$ cat src/rtl/copy_writeback_regfile_pkg.sv
// Shared types and default sizes for the write-back register file slice.
// Latency: n/a (types and constants only).
// Backpressure: n/a.
// Contents: FSM state enum, default DATA_W/ADDR_W/NREGS, write-back entry struct.
package copy_writeback_regfile_pkg;

  localparam int DEF_DATA_W = 4;
  localparam int DEF_NREGS  = 4;
  localparam int DEF_ADDR_W = 2;

  // Clear sequencer states.
  typedef enum logic [1:0] {
    ST_IDLE  = 2'd0,
    ST_DRAIN = 2'd1,
    ST_CLEAR = 2'd2,
    ST_DONE  = 2'd3
  } state_t;

  // One pending write-back at the default widths.
  typedef struct packed {
    logic [DEF_ADDR_W-1:0] addr;
    logic [DEF_DATA_W-1:0] data;
  } wb_entry_t;

endpackage

$ cat src/rtl/copy_writeback_regfile_if.sv
// Execute-side bundle: write-back request handshake plus both read ports.
// Latency: n/a (wiring only); read data is combinational in the slave.
// Backpressure: master holds wb_valid/addr/data until wb_ready is seen high at an edge.
// Ports: wb_valid/wb_ready/wb_addr/wb_data, rd_addr1/rd_addr2 in, rd_data1/rd_data2 out.
interface copy_writeback_regfile_if
  import copy_writeback_regfile_pkg::*;
#(
  parameter int ADDR_W = DEF_ADDR_W,
  parameter int DATA_W = DEF_DATA_W
);

  logic              wb_valid;
  logic              wb_ready;
  logic [ADDR_W-1:0] wb_addr;
  logic [DATA_W-1:0] wb_data;
  logic [ADDR_W-1:0] rd_addr1;
  logic [ADDR_W-1:0] rd_addr2;
  logic [DATA_W-1:0] rd_data1;
  logic [DATA_W-1:0] rd_data2;

  modport master (
    output wb_valid, wb_addr, wb_data, rd_addr1, rd_addr2,
    input  wb_ready, rd_data1, rd_data2
  );

  modport slave (
    input  wb_valid, wb_addr, wb_data, rd_addr1, rd_addr2,
    output wb_ready, rd_data1, rd_data2
  );

endinterface

$ cat src/rtl/copy_writeback_regfile_wb_queue2.sv
// Two-entry in-order queue of pending write-backs; head always sits in slot 0.
// Latency: a push is visible on head/second the cycle after the edge it lands on.
// Backpressure: push is ignored when full, pop ignored when empty; caller gates both.
// Ports: clk, rst_n, push/push_entry, pop in; count, head, second (valid when count==2) out.
module copy_writeback_regfile_wb_queue2
  import copy_writeback_regfile_pkg::*;
#(
  parameter type entry_t = wb_entry_t
) (
  input  logic       clk,
  input  logic       rst_n,
  input  logic       push,
  input  entry_t     push_entry,
  input  logic       pop,
  output logic [1:0] count,
  output entry_t     head,
  output entry_t     second
);

  entry_t     slot0;
  entry_t     slot1;
  logic [1:0] cnt;
  logic       push_eff;
  logic       pop_eff;
  logic [1:0] cnt_after_pop;

  assign push_eff      = push && (cnt != 2'd2);
  assign pop_eff       = pop && (cnt != 2'd0);
  assign cnt_after_pop = cnt - {1'b0, pop_eff};

  always_ff @(posedge clk or negedge rst_n) begin
    if (!rst_n) begin
      cnt   <= 2'd0;
      slot0 <= '0;
      slot1 <= '0;
    end else begin
      // Pop shifts the younger entry forward; a push that lands in slot 0
      // (queue empty after the pop) overrides that shift.
      if (pop_eff) begin
        slot0 <= slot1;
      end
      if (push_eff && (cnt_after_pop == 2'd0)) begin
        slot0 <= push_entry;
      end
      if (push_eff && (cnt_after_pop == 2'd1)) begin
        slot1 <= push_entry;
      end
      cnt <= cnt_after_pop + {1'b0, push_eff};
    end
  end

  assign count  = cnt;
  assign head   = slot0;
  assign second = slot1;

endmodule

$ cat src/rtl/copy_writeback_regfile.sv
// Write-back end of the Copy/ALU path: queue results, commit to a register array, serve bypassed reads, sequence clears.
// Latency: accepted at edge N -> readable via bypass after N, in the array after N+1 when commit_en is high.
// Backpressure: wb_ready low when the 2-entry queue is full, while busy/done clearing, or in reset.
// Ports: clk, rst_n; wb (slave: request handshake + two combinational read ports); commit_en, clr_req in; busy, clr_done out.
module copy_writeback_regfile
  import copy_writeback_regfile_pkg::*;
#(
  parameter int DATA_W = DEF_DATA_W,
  parameter int NREGS  = DEF_NREGS,
  parameter int ADDR_W = DEF_ADDR_W
) (
  input  logic                     clk,
  input  logic                     rst_n,
  copy_writeback_regfile_if.slave  wb,
  input  logic                     commit_en,
  input  logic                     clr_req,
  output logic                     busy,
  output logic                     clr_done
);

  typedef struct packed {
    logic [ADDR_W-1:0] addr;
    logic [DATA_W-1:0] data;
  } entry_t;

  logic [DATA_W-1:0] regs [NREGS];

  state_t            state;
  state_t            state_nxt;
  logic [ADDR_W-1:0] clr_idx;
  logic [ADDR_W-1:0] clr_idx_nxt;
  logic              clr_wr;

  logic [1:0]        q_count;
  entry_t            q_head;
  entry_t            q_second;
  entry_t            q_push_entry;
  logic              accept;
  logic              commit;

  function automatic logic in_range(input logic [ADDR_W-1:0] a);
    return 32'(a) < NREGS;
  endfunction

  // Youngest pending write wins, then the older one, then the array.
  function automatic logic [DATA_W-1:0] rd_mux(input logic [ADDR_W-1:0] a);
    logic [DATA_W-1:0] r;
    r = '0;
    if (in_range(a)) begin
      if ((q_count == 2'd2) && (q_second.addr == a)) begin
        r = q_second.data;
      end else if ((q_count != 2'd0) && (q_head.addr == a)) begin
        r = q_head.data;
      end else begin
        r = regs[a];
      end
    end
    return r;
  endfunction

  // rst_n is folded in so ready is low for the whole reset window.
  assign wb.wb_ready = (q_count != 2'd2) && (state == ST_IDLE) && rst_n;
  assign accept      = wb.wb_valid && wb.wb_ready;
  assign commit      = commit_en && (q_count != 2'd0) && !clr_wr;

  assign q_push_entry.addr = wb.wb_addr;
  assign q_push_entry.data = wb.wb_data;

  copy_writeback_regfile_wb_queue2 #(
    .entry_t (entry_t)
  ) u_wb_queue2 (
    .clk        (clk),
    .rst_n      (rst_n),
    .push       (accept),
    .push_entry (q_push_entry),
    .pop        (commit),
    .count      (q_count),
    .head       (q_head),
    .second     (q_second)
  );

  // Clearing only starts with an empty queue, so the two write sources never
  // collide; out-of-range commits are simply dropped.
  always_ff @(posedge clk or negedge rst_n) begin
    if (!rst_n) begin
      for (int i = 0; i < NREGS; i++) begin
        regs[i] <= '0;
      end
    end else if (clr_wr) begin
      regs[clr_idx] <= '0;
    end else if (commit && in_range(q_head.addr)) begin
      regs[q_head.addr] <= q_head.data;
    end
  end

  assign wb.rd_data1 = rd_mux(wb.rd_addr1);
  assign wb.rd_data2 = rd_mux(wb.rd_addr2);

  always_ff @(posedge clk or negedge rst_n) begin
    if (!rst_n) begin
      state   <= ST_IDLE;
      clr_idx <= '0;
    end else begin
      state   <= state_nxt;
      clr_idx <= clr_idx_nxt;
    end
  end

  always_comb begin
    state_nxt   = state;
    clr_idx_nxt = clr_idx;
    clr_wr      = 1'b0;
    busy        = 1'b0;
    clr_done    = 1'b0;
    case (state)
      ST_IDLE: begin
        if (clr_req) begin
          state_nxt = ST_DRAIN;
        end
      end
      ST_DRAIN: begin
        busy = 1'b1;
        if (q_count == 2'd0) begin
          state_nxt   = ST_CLEAR;
          clr_idx_nxt = '0;
        end
      end
      ST_CLEAR: begin
        busy   = 1'b1;
        clr_wr = 1'b1;
        if (32'(clr_idx) == NREGS - 1) begin
          state_nxt   = ST_DONE;
          clr_idx_nxt = '0;
        end else begin
          clr_idx_nxt = clr_idx + ADDR_W'(1);
        end
      end
      ST_DONE: begin
        clr_done  = 1'b1;
        state_nxt = ST_IDLE;
      end
      default: begin
        state_nxt = ST_IDLE;
      end
    endcase
  end

endmodule

$ cat src/flat_wrapper.sv
// flat-port wrapper written by rule: the top's interface ports become plain ports
module copy_writeback_regfile_flat import copy_writeback_regfile_pkg::*;
#(
  parameter int DATA_W = DEF_DATA_W,
  parameter int NREGS  = DEF_NREGS,
  parameter int ADDR_W = DEF_ADDR_W
)
  (clk, rst_n, commit_en, clr_req, busy, clr_done, wb_wb_valid, wb_wb_addr, wb_wb_data, wb_rd_addr1, wb_rd_addr2, wb_wb_ready, wb_rd_data1, wb_rd_data2);
  copy_writeback_regfile_if #(.ADDR_W(ADDR_W), .DATA_W(DATA_W)) wb_i ();
  input  logic clk;
  input  logic rst_n;
  input  logic commit_en;
  input  logic clr_req;
  output logic busy;
  output logic clr_done;
  input wire logic [$bits(wb_i.wb_valid)-1:0] wb_wb_valid;
  input wire logic [$bits(wb_i.wb_addr)-1:0] wb_wb_addr;
  input wire logic [$bits(wb_i.wb_data)-1:0] wb_wb_data;
  input wire logic [$bits(wb_i.rd_addr1)-1:0] wb_rd_addr1;
  input wire logic [$bits(wb_i.rd_addr2)-1:0] wb_rd_addr2;
  output wire logic [$bits(wb_i.wb_ready)-1:0] wb_wb_ready;
  output wire logic [$bits(wb_i.rd_data1)-1:0] wb_rd_data1;
  output wire logic [$bits(wb_i.rd_data2)-1:0] wb_rd_data2;
  assign wb_i.wb_valid = wb_wb_valid;
  assign wb_i.wb_addr = wb_wb_addr;
  assign wb_i.wb_data = wb_wb_data;
  assign wb_i.rd_addr1 = wb_rd_addr1;
  assign wb_i.rd_addr2 = wb_rd_addr2;
  assign wb_wb_ready = wb_i.wb_ready;
  assign wb_rd_data1 = wb_i.rd_data1;
  assign wb_rd_data2 = wb_i.rd_data2;
  copy_writeback_regfile #(.DATA_W(DATA_W), .NREGS(NREGS), .ADDR_W(ADDR_W)) u_core (.clk(clk), .rst_n(rst_n), .wb(wb_i), .commit_en(commit_en), .clr_req(clr_req), .busy(busy), .clr_done(clr_done));
endmodule
$ cat config.mk
export PLATFORM = sky130hd
export DESIGN_NAME = copy_writeback_regfile_flat
export DESIGN_NICKNAME = d
export VERILOG_FILES = /design/src/rtl/copy_writeback_regfile_pkg.sv /design/src/rtl/copy_writeback_regfile_if.sv /design/src/rtl/copy_writeback_regfile_wb_queue2.sv /design/src/rtl/copy_writeback_regfile.sv /design/src/flat_wrapper.sv
export SDC_FILE = /design/constraint.sdc
export NUM_CORES = 1
export LEC_CHECK = 0
export ABC_AREA = 1
export ABC_CLOCK_PERIOD_IN_PS = 2600
export BUFFER_PORTS_ARGS = -buffer_cell sky130_fd_sc_hd__buf_2
export CAP_MARGIN = 20
export CORE_UTILIZATION = 45
export DETAILED_ROUTE_END_ITERATION = 16
export HOLD_SLACK_MARGIN = 0.1
export MAX_ROUTING_LAYER = met4
export SYNTH_ARGS = -nofsm -noshare
export SYNTH_HDL_FRONTEND = slang
export SYNTH_SLANG_ARGS = --single-unit
$ cat constraint.sdc
create_clock -name clk -period 2.6 [get_ports clk]
set_input_delay 0.52 -clock clk [delete_from_list [all_inputs] [get_ports clk]]
set_output_delay 0.52 -clock clk [all_outputs]
set_load 0.01 [all_outputs]
# Yosys cells after proc, flatten, opt, wreduce, memory -nomap -nowiden
# Cells that the tools add are included.
# word_totals
regBits	34
inputBits	15
word_cells	95
# classes
n_bitwise	6
magnitude_cmp	6
n_eq_ne	14
addsub	3
mux	29
n_reduce_logical	26
# op_table
op	n
$mux 4	10
$mux 16	2
$and 16x16->16	1
$bmux 4 s2	2
$bwmux 16	1
$demux 4 s2	2
$not 16->16	1
$logic_and 1x1->1	15
$ge 3x3->1 const B	4
$mux 6	2
$not 2->3	4
$mux 2	5
$eq 2x2->1	4
$eq 2x2->1 const B	4
$pmux 2 s4	1
$reduce_bool 2->1	4
$logic_not 2->1	3
$lt 3x1->1 const B	2
$eq 2x1->1 const B	2
$ne 2x1->1 const B	2
$ne 2x2->1 const B	2
$pmux 2 s2	1
$mux 1	3
$reduce_and 3->1	1
6 further kinds	6

# Logic depth before layout (Yosys ltp)
# Gate-level depths: netlist (run 1).
# depth
word_depth	9
ltp_mapped	15
depth_no_buf	12

# Hierarchy
# Synthesis (run 1) repeated with hierarchy kept, for this count alone.
# hier_totals
cells_unflattened	333
area_unflattened_um2	2374.8
# modules_own_cells
mod	area_per_inst_um2	seq_area_each_um2	cells_per_inst	n_inst
copy_writeback_regfile	1612.8	500.5	242	1
copy_writeback_regfile_wb_queue2	762.0	350.3	91	1

# Worst setup path after synthesis (run 1)
# OpenSTA, ideal clock, no wires.
# synth_timing
kind	flip-flop to flip-flop
startpoint	reg u_core.state[0]
endpoint	reg u_core.u_wb_queue2.slot0 (netlist bit u_core.u_wb_queue2.head[5])
setup_ns	0.117
period_less_slack_ns	2.240
path_slack_ns	0.360
stages_incl_launch_ff	15
t_required_ns	2.483
arrival_ns	2.123
cell_sequence	dfrtp_1 inv_1 ha_1 buf_2 inv_1 nand2_1 nor2_2 buf_4 ha_1 inv_1 nor2_1 nand2_4 buf_6 nand3_1 nand2_1
# synth_via
elab_chain_len	9
elab_cells_between_ends	15
cone_classes	1 x add/sub; 1 x eq/ne; 2 x mux; 11 x reduce/logical
# synth_lines
item	line_no	rtl
start, declared	copy_writeback_regfile.sv:28	state_t state;
start signal, assigned	copy_writeback_regfile.sv:104	state <= state_nxt;
$eq 2x2->1	copy_writeback_regfile.sv:115	case (state)
$mux 1	copy_writeback_regfile.sv:115	
$logic_not 1->1	copy_writeback_regfile.sv:64	assign commit = commit_en && (q_count != 2'd0) && !clr_wr;
$logic_and 1x1->1	copy_writeback_regfile.sv:64	
$logic_and 1x1->1	copy_writeback_regfile_wb_queue2.sv:28	assign pop_eff = pop && (cnt != 2'd0);
$sub 2x1->2	copy_writeback_regfile_wb_queue2.sv:29	assign cnt_after_pop = cnt - {1'b0, pop_eff};
$logic_not 2->1	copy_writeback_regfile_wb_queue2.sv:42	if (push_eff && (cnt_after_pop == 2'd0)) begin
$logic_and 1x1->1	copy_writeback_regfile_wb_queue2.sv:42	
$mux 6 or $reduce_bool 2->1 (tied branches)	--	
end signal, assigned	copy_writeback_regfile_wb_queue2.sv:40	slot0 <= slot1;
end signal, assigned	copy_writeback_regfile_wb_queue2.sv:43	slot0 <= push_entry;
end, declared	copy_writeback_regfile_wb_queue2.sv:20	entry_t slot0;
# Parallel ways exist; a longest one is shown, timed or not.
# A chain may end at the register's enable or synchronous reset.

# Final worst setup path (run 1)
# layout_timing
startpoint	reg u_core.u_wb_queue2.cnt[0] (netlist: u_core.u_wb_queue2.count[0])
endpoint	out wb_rd_data1[0]
# layout_via
elab_chain_len	4
elab_cells_between_ends	6
cone_classes	1 x eq/ne; 2 x mux; 3 x reduce/logical
# layout_lines
item	line_no	rtl
start, declared	copy_writeback_regfile_wb_queue2.sv:22	logic [1:0] cnt;
start signal, assigned	copy_writeback_regfile_wb_queue2.sv:48	cnt <= cnt_after_pop + {1'b0, push_eff};
$reduce_bool 2->1	copy_writeback_regfile.sv:52	end else if ((q_count != 2'd0) && (q_head.addr == a)) begin
$logic_and 1x1->1	copy_writeback_regfile.sv:52	
$mux 4	copy_writeback_regfile.sv:52	
$mux 4 *	copy_writeback_regfile.sv:50	if ((q_count == 2'd2) && (q_second.addr == a)) begin
end, declared	flat_wrapper.sv:22	output wire logic [$bits(wb_i.rd_data1)-1:0] wb_rd_data1;
# Every way passes the cells marked *; elsewhere a longest branch is shown, timed or not.

==> parameters.txt, run 1 <==
Parameter                              Value

Clock network
  Cell chosen for the clock root    clkbuf_8
  CTS tree    yes
  Post-CTS repair timing setup buffer count    0
  CTS sink cnt    34
  Maximum level of the CTS H-tree    2
  Number of resized instances in the post-cts repair step    0
  CTS hold repair buffers    0
  Number of clock buffers inserted by TritonCTS    5
  Longest Clk Path Bufs    2
  Insertion delay to the later sink of the worst-skew pair    0.29 ns
  Reg clk slew, reported paths    0.07 ns

Synthesis
  Share of synthesized area occupied by flip-flops and latches    37.4%
  Syn nets    347
  Number of register bits inferred by synthesis    34
  Mean Syn Cell Area    7.07 sq um
  Synthesized netlist cell count    322
  Yosys warnings    0
  Yosys cell types    22
  Netlist area before placement    0.00228 sq mm

Route
  DR pass1 iterations    5
  Number of antenna-violating nets in the routed design    0
  Detailed Route WL    5520 microns
  Routed length per placed instance    13.2 microns
  First DRT Iteration DRCs    248
  Number of vias in the routed layout    2,162
  DRC violations left    0
  Per-cell via count in the routed design    5.17

Power and ir drop
  Overall power of the completed layout    2770 uW
  VDD IR max    0.769 mV
  Power density over the cells    1090 mW/mm^2
  Leakage power summed over all cells    0.00134 uW

Timing
  Setup repair after global routing missed its margin    no
  Max-slew violation total from the final report    0
  Final clock period utilization by the worst path    88.2%
  Final worst clock skew    0.00918 ns
  Setup Total Neg Slack    0 ns
  Fin crit period    2.29 ns
  Final-report setup violation count    0
  Transition time at the pin with the least slew margin    0.510 ns
  Count of endpoints failing hold in the final timing report    0
  Tightest slew margin relative to the limit    65.9%
  Maximum achievable frequency    436 MHz

Global route
  Fraction of met3 tracks used by global routing    4.01%
  Overall track demand over capacity in global routing    24.3%
  Antenna violations before repair    0
  Wire length of the first global-routing pass    9440 microns
  Via count of the first global-routing pass    1,938
  Pin count of the biggest net entering global routing    35
  GR Layer Usage met1    34.3%
  Routing usage on met2    35.0%
  Global route hottest layer    met2
  Grt total ovfl    0

Final layout
  Highest-count cells in the layout ignoring fill and taps    nand2_1 (116), nand3_1 (58), dfrtp_1 (34)
  NumNets Final    375
  Layout cell share with drive strength beyond 1    14.0%
  Commonest non-fill, non-tap cell in the layout    nand2_1
  Filler Cells Inserted    482
  Inserted Diodes    0
  Layout overhead on the synthesized area    12.0%

Floorplanning
  Effective utilization at floorplan    47.6%
  Site row count    25
  Horiz. Die Dim    73.1 microns
  Vertical die dimension    73.1 microns
  CORE AREA    0.00479 sq mm
  Number of placed I/O pins    26
  Die area    0.00535 sq mm

Placed design
  Count of port buffers added during placement    25
  Post-detail-place hpwl    4210 microns
  Final estimated routing congestion in global placement    0.908

Run
  Max Cap Viol    0

Worst setup path
  Worst Setup End Kind    primary output
  Arrival time at the worst endpoint    1.77 ns
  Sort of element at the start of the critical path    flip-flop
  Worst setup path category    reg -> out
  Required @ worst endpoint    2.08 ns
  Worst-path maximum fanout    5

Hold path
  Hold crit path type    in -> async

Status
  Run status    finished, final reports clean
-- state kept, by name, indices dropped and copies added, names as in the netlist --
| name | flops |
|---|---|
| u_core.u_wb_queue2.count | 2 |
| u_core.state | 2 |
| u_core.u_wb_queue2.head | 6 |
| u_core.u_wb_queue2.second | 6 |
| u_core.regs | 16 |
| u_core.clr_idx | 2 |
-- worst paths after layout --
kind                                                   startpoint                                  endpoint  slack (ns)  depth (start not counted)
min in group clk                                    wb_wb_data[1]  u_core.u_wb_queue2.second[1]$_DFFE_PN0P_        0.49                          3
hold / removal                                              rst_n  u_core.u_wb_queue2.second[2]$_DFFE_PN0P_        0.34                          2
setup / recovery            u_core.u_wb_queue2.count[0]$_DFF_PN0_                            wb_rd_data1[0]        0.31                          7
hold reg to reg            u_core.u_wb_queue2.head[1]$_DFFE_PN0P_    u_core.u_wb_queue2.head[1]$_DFFE_PN0P_        0.51                          2
setup reg to reg                      u_core.state[0]$_DFFE_PN0P_    u_core.u_wb_queue2.head[2]$_DFFE_PN0P_        0.49                         13
max in group asynchronous                                   rst_n                u_core.regs[8]$_DFFE_PN0P_        1.94                          2
-- area by class of cell --
cell class	instances	area, sq um	area share, %
clock buffer	7	86.3	3.39
clock inverter	1	5.00	0.196
inverter	33	124	4.86
multi-input combinational	248	1250	49.1
sequential	34	851	33.4
tap	67	83.8	3.29
timing repair buffer	28	148	5.79
-- logic make-up after synthesis --
kind of cell | synth area share [%]
AO/OA/AOI/OAI | 7.36
XOR/XNOR | 1.54
flip-flops | 37.4
adder cells (fa/ha/maj) | 5.49
AND/OR/NAND/NOR | 40.6
buffers and inverters | 7.64
-- worst max-delay path: stages (launching register included) --
cell     delay [ns]
dfrtp_1        0.42
nor2_1         0.38
nor2_1         0.18
nand3_1        0.17
nand2_1        0.07
nand3_1        0.08
nand2_1        0.05
buf_2          0.13
-- synth_stat cells (all sizes together) --
cell,count,area (sq um)
nor3,1,16.3
nor2,13,58.8
xnor2,2,17.5
dfrtp,34,851
o21ai,28,163
inv,32,120
clkinv,1,3.75
a21oi,1,5.00
nand4,13,81.3
xor2,2,17.5
nand2,118,458
ha,10,125
nand3,60,310
buf,7,50.1
-- where the power goes --
part | leakage, uW | switching (uW) | internal, uW | total [uW]
combinational | 0.000850 | 867 | 495 | 1360
clock | 0.0000482 | 197 | 214 | 411
sequential | 0.000446 | 242 | 754 | 996
total | 0.00134 | 1310 | 1460 | 2770
-- stage by stage --
step / hold slack (ns) / setup slack, ns / cell area [sq um] / cells / util, %
after floorplan: 0.224 / 0.360 / 2280 / 322 / -
after global placement: 0.490 / 0.424 / 2460 / 410 / 51.4
after detailed placement: 0.493 / 0.392 / 2460 / 410 / 51.4
after CTS: 0.366 / 0.314 / 2550 / 418 / 53.3
after global routing: 0.383 / 0.0342 / 2550 / 418 / 53.3
final: 0.336 / 0.308 / 2550 / 418 / 53.3
-- per-layer routing --
metal	part of all wire (%)	routed length (microns)	vias up
li1	-	-	1107
met3	6.1	335	9
met4	2.1	116	0
met1	47	2600	988
met5	0	0	-
met2	45	2460	58
Note: power is estimated with default switching activity, not from simulation.
==> run 2, diff against run 1 <==
PLACE_DENSITY = 0.71   (was not set)
==> parameters.txt, run 2 (synthesis results as in run 1) <==
Parameter                              Value

Status
  Run status    finished, final reports clean

Power and ir drop
  VDD IR max    0.593 mV
  Leakage power summed over all cells    0.00134 uW
  Power density over the cells    1080 mW/mm^2

Timing
  Setup Total Neg Slack    0 ns
  Final clock period utilization by the worst path    88.6%
  Fin crit period    2.30 ns
  Transition time at the pin with the least slew margin    0.520 ns
  Max-slew violation total from the final report    0
  Final worst clock skew    0.00359 ns
  Final-report setup violation count    0
  Maximum achievable frequency    434 MHz
  Setup repair after global routing missed its margin    no
  Min Hold Slack    0.331 ns
  Count of endpoints failing hold in the final timing report    0
  Tightest slew margin relative to the limit    65.2%

Global route
  Antenna violations before repair    0
  Overall track demand over capacity in global routing    24.2%
  Grt total ovfl    0
  Pin count of the biggest net entering global routing    35
  Via count of the first global-routing pass    1,973
  Wire length of the first global-routing pass    9380 microns

Route
  DRC violations left    0
  First DRT Iteration DRCs    211
  DR pass1 iterations    5
  Routed length per placed instance    12.9 microns
  Per-cell via count in the routed design    5.22
  Number of vias in the routed layout    2,184
  Number of antenna-violating nets in the routed design    0
  Detailed Route WL    5400 microns

Final layout
  Inserted Diodes    0
  Commonest non-fill, non-tap cell in the layout    nand2_1
  Area used by sequential logic in the layout    851 sq um
  Highest-count cells in the layout ignoring fill and taps    nand2_1 (116), nand3_1 (58), dfrtp_1 (34)
  NumNets Final    375
  Register with the highest flop count    u_core.regs
  Layout cell share with drive strength beyond 1    14.0%
  Layout overhead on the synthesized area    12.0%
  Area occupied by multi-input gates    0.00125 sq mm
  Number of flip-flops in the largest register    16
  Filler Cells Inserted    485

Floorplanning
  Number of placed I/O pins    26
  Die area    0.00535 sq mm
  Horiz. Die Dim    73.1 microns
  Vertical die dimension    73.1 microns
  Site row count    25
  CORE AREA    0.00479 sq mm
  Effective utilization at floorplan    47.6%

Hold path
  Hold crit path type    in -> async

Worst setup path
  Arrival time at the worst endpoint    1.78 ns
  Worst setup path category    reg -> out
  Worst-path maximum fanout    6
  Worst Reg-to-Reg Cells    13
  Required @ worst endpoint    2.08 ns
  Worst Setup End Kind    primary output
  Sort of element at the start of the critical path    flip-flop

Clock network
  Insertion delay to the later sink of the worst-skew pair    0.29 ns
  Maximum level of the CTS H-tree    2
  Number of clock buffers inserted by TritonCTS    5
  CTS tree    yes
  CTS hold repair buffers    0
  Cell chosen for the clock root    clkbuf_8
  Number of resized instances in the post-cts repair step    0
  Reg clk slew, reported paths    0.07 ns
  Longest Clk Path Bufs    2
  Post-CTS repair timing setup buffer count    0
  CTS sink cnt    34

Placed design
  Post-detail-place hpwl    4090 microns
  Count of port buffers added during placement    25
  Final estimated routing congestion in global placement    0.847

Run
  Max Cap Viol    0
## run 2: path summary, 6_finish.rpt
path                                                             start                                  endpoint  slack, ns
worst max-delay path            u_core.u_wb_queue2.head[4]$_DFFE_PN0P_                            wb_rd_data2[3]       0.30
worst min-delay path                                             rst_n                u_core.regs[6]$_DFFE_PN0P_       0.33
worst max register to register             u_core.state[0]$_DFFE_PN0P_    u_core.u_wb_queue2.head[2]$_DFFE_PN0P_       0.51
worst min register to register  u_core.u_wb_queue2.head[3]$_DFFE_PN0P_    u_core.u_wb_queue2.head[3]$_DFFE_PN0P_       0.51
max in group asynchronous                                        rst_n  u_core.u_wb_queue2.second[0]$_DFFE_PN0P_       1.97
min in group clk                                         wb_wb_data[2]  u_core.u_wb_queue2.second[2]$_DFFE_PN0P_       0.50
## run 2: where the power goes
| group | switching [uW] | internal [uW] | total (uW) | leakage (uW) |
|---|---|---|---|---|
| Combinational | 865 | 495 | 1360 | 0.000850 |
| Sequential | 243 | 754 | 997 | 0.000446 |
| Clock | 191 | 214 | 404 | 0.0000482 |
| Total | 1300 | 1460 | 2760 | 0.00134 |
## run 2: per-layer routing
layer  vias up  routed length (microns)  track usage, %
met5         -                        0               -
met4         0                      142            9.80
met3        10                      292            3.31
met2        59                     2410            34.2
met1       998                     2560            34.7
li1       1117                        -               -
## run 2: stage by stage
stage	setup slack [ns]	utilization, %	cells	power, uW	cell area (sq um)
6_report	0.296	53.3	418	2760	2550
5_1_grt	0.0583	53.3	418	3050	2550
4_1_cts	0.300	53.3	418	2770	2550
3_3_place_gp	0.451	51.4	410	2330	2460
3_5_place_dp	0.412	51.4	410	2360	2460
2_1_floorplan	0.360	-	322	1950	2280
## run 2: final cells by class
type / instances / area share, %
flip-flops and latches: 34 / 33.4
well taps: 67 / 3.29
clock inverters: 1 / 0.196
multi-input cells: 248 / 49.1
clock buffers: 7 / 3.39
inverters: 33 / 4.86
repair buffers: 28 / 5.79
## run 2: critical path, stage by stage, from the launching register on
cell and delay, ns:
dfrtp_1 0.42, inv_1 0.20, nor2_1 0.06, nor2_1 0.23
nand3_1 0.20, nand2_1 0.10, nand3_1 0.08, nand2_1 0.06
buf_2 0.13
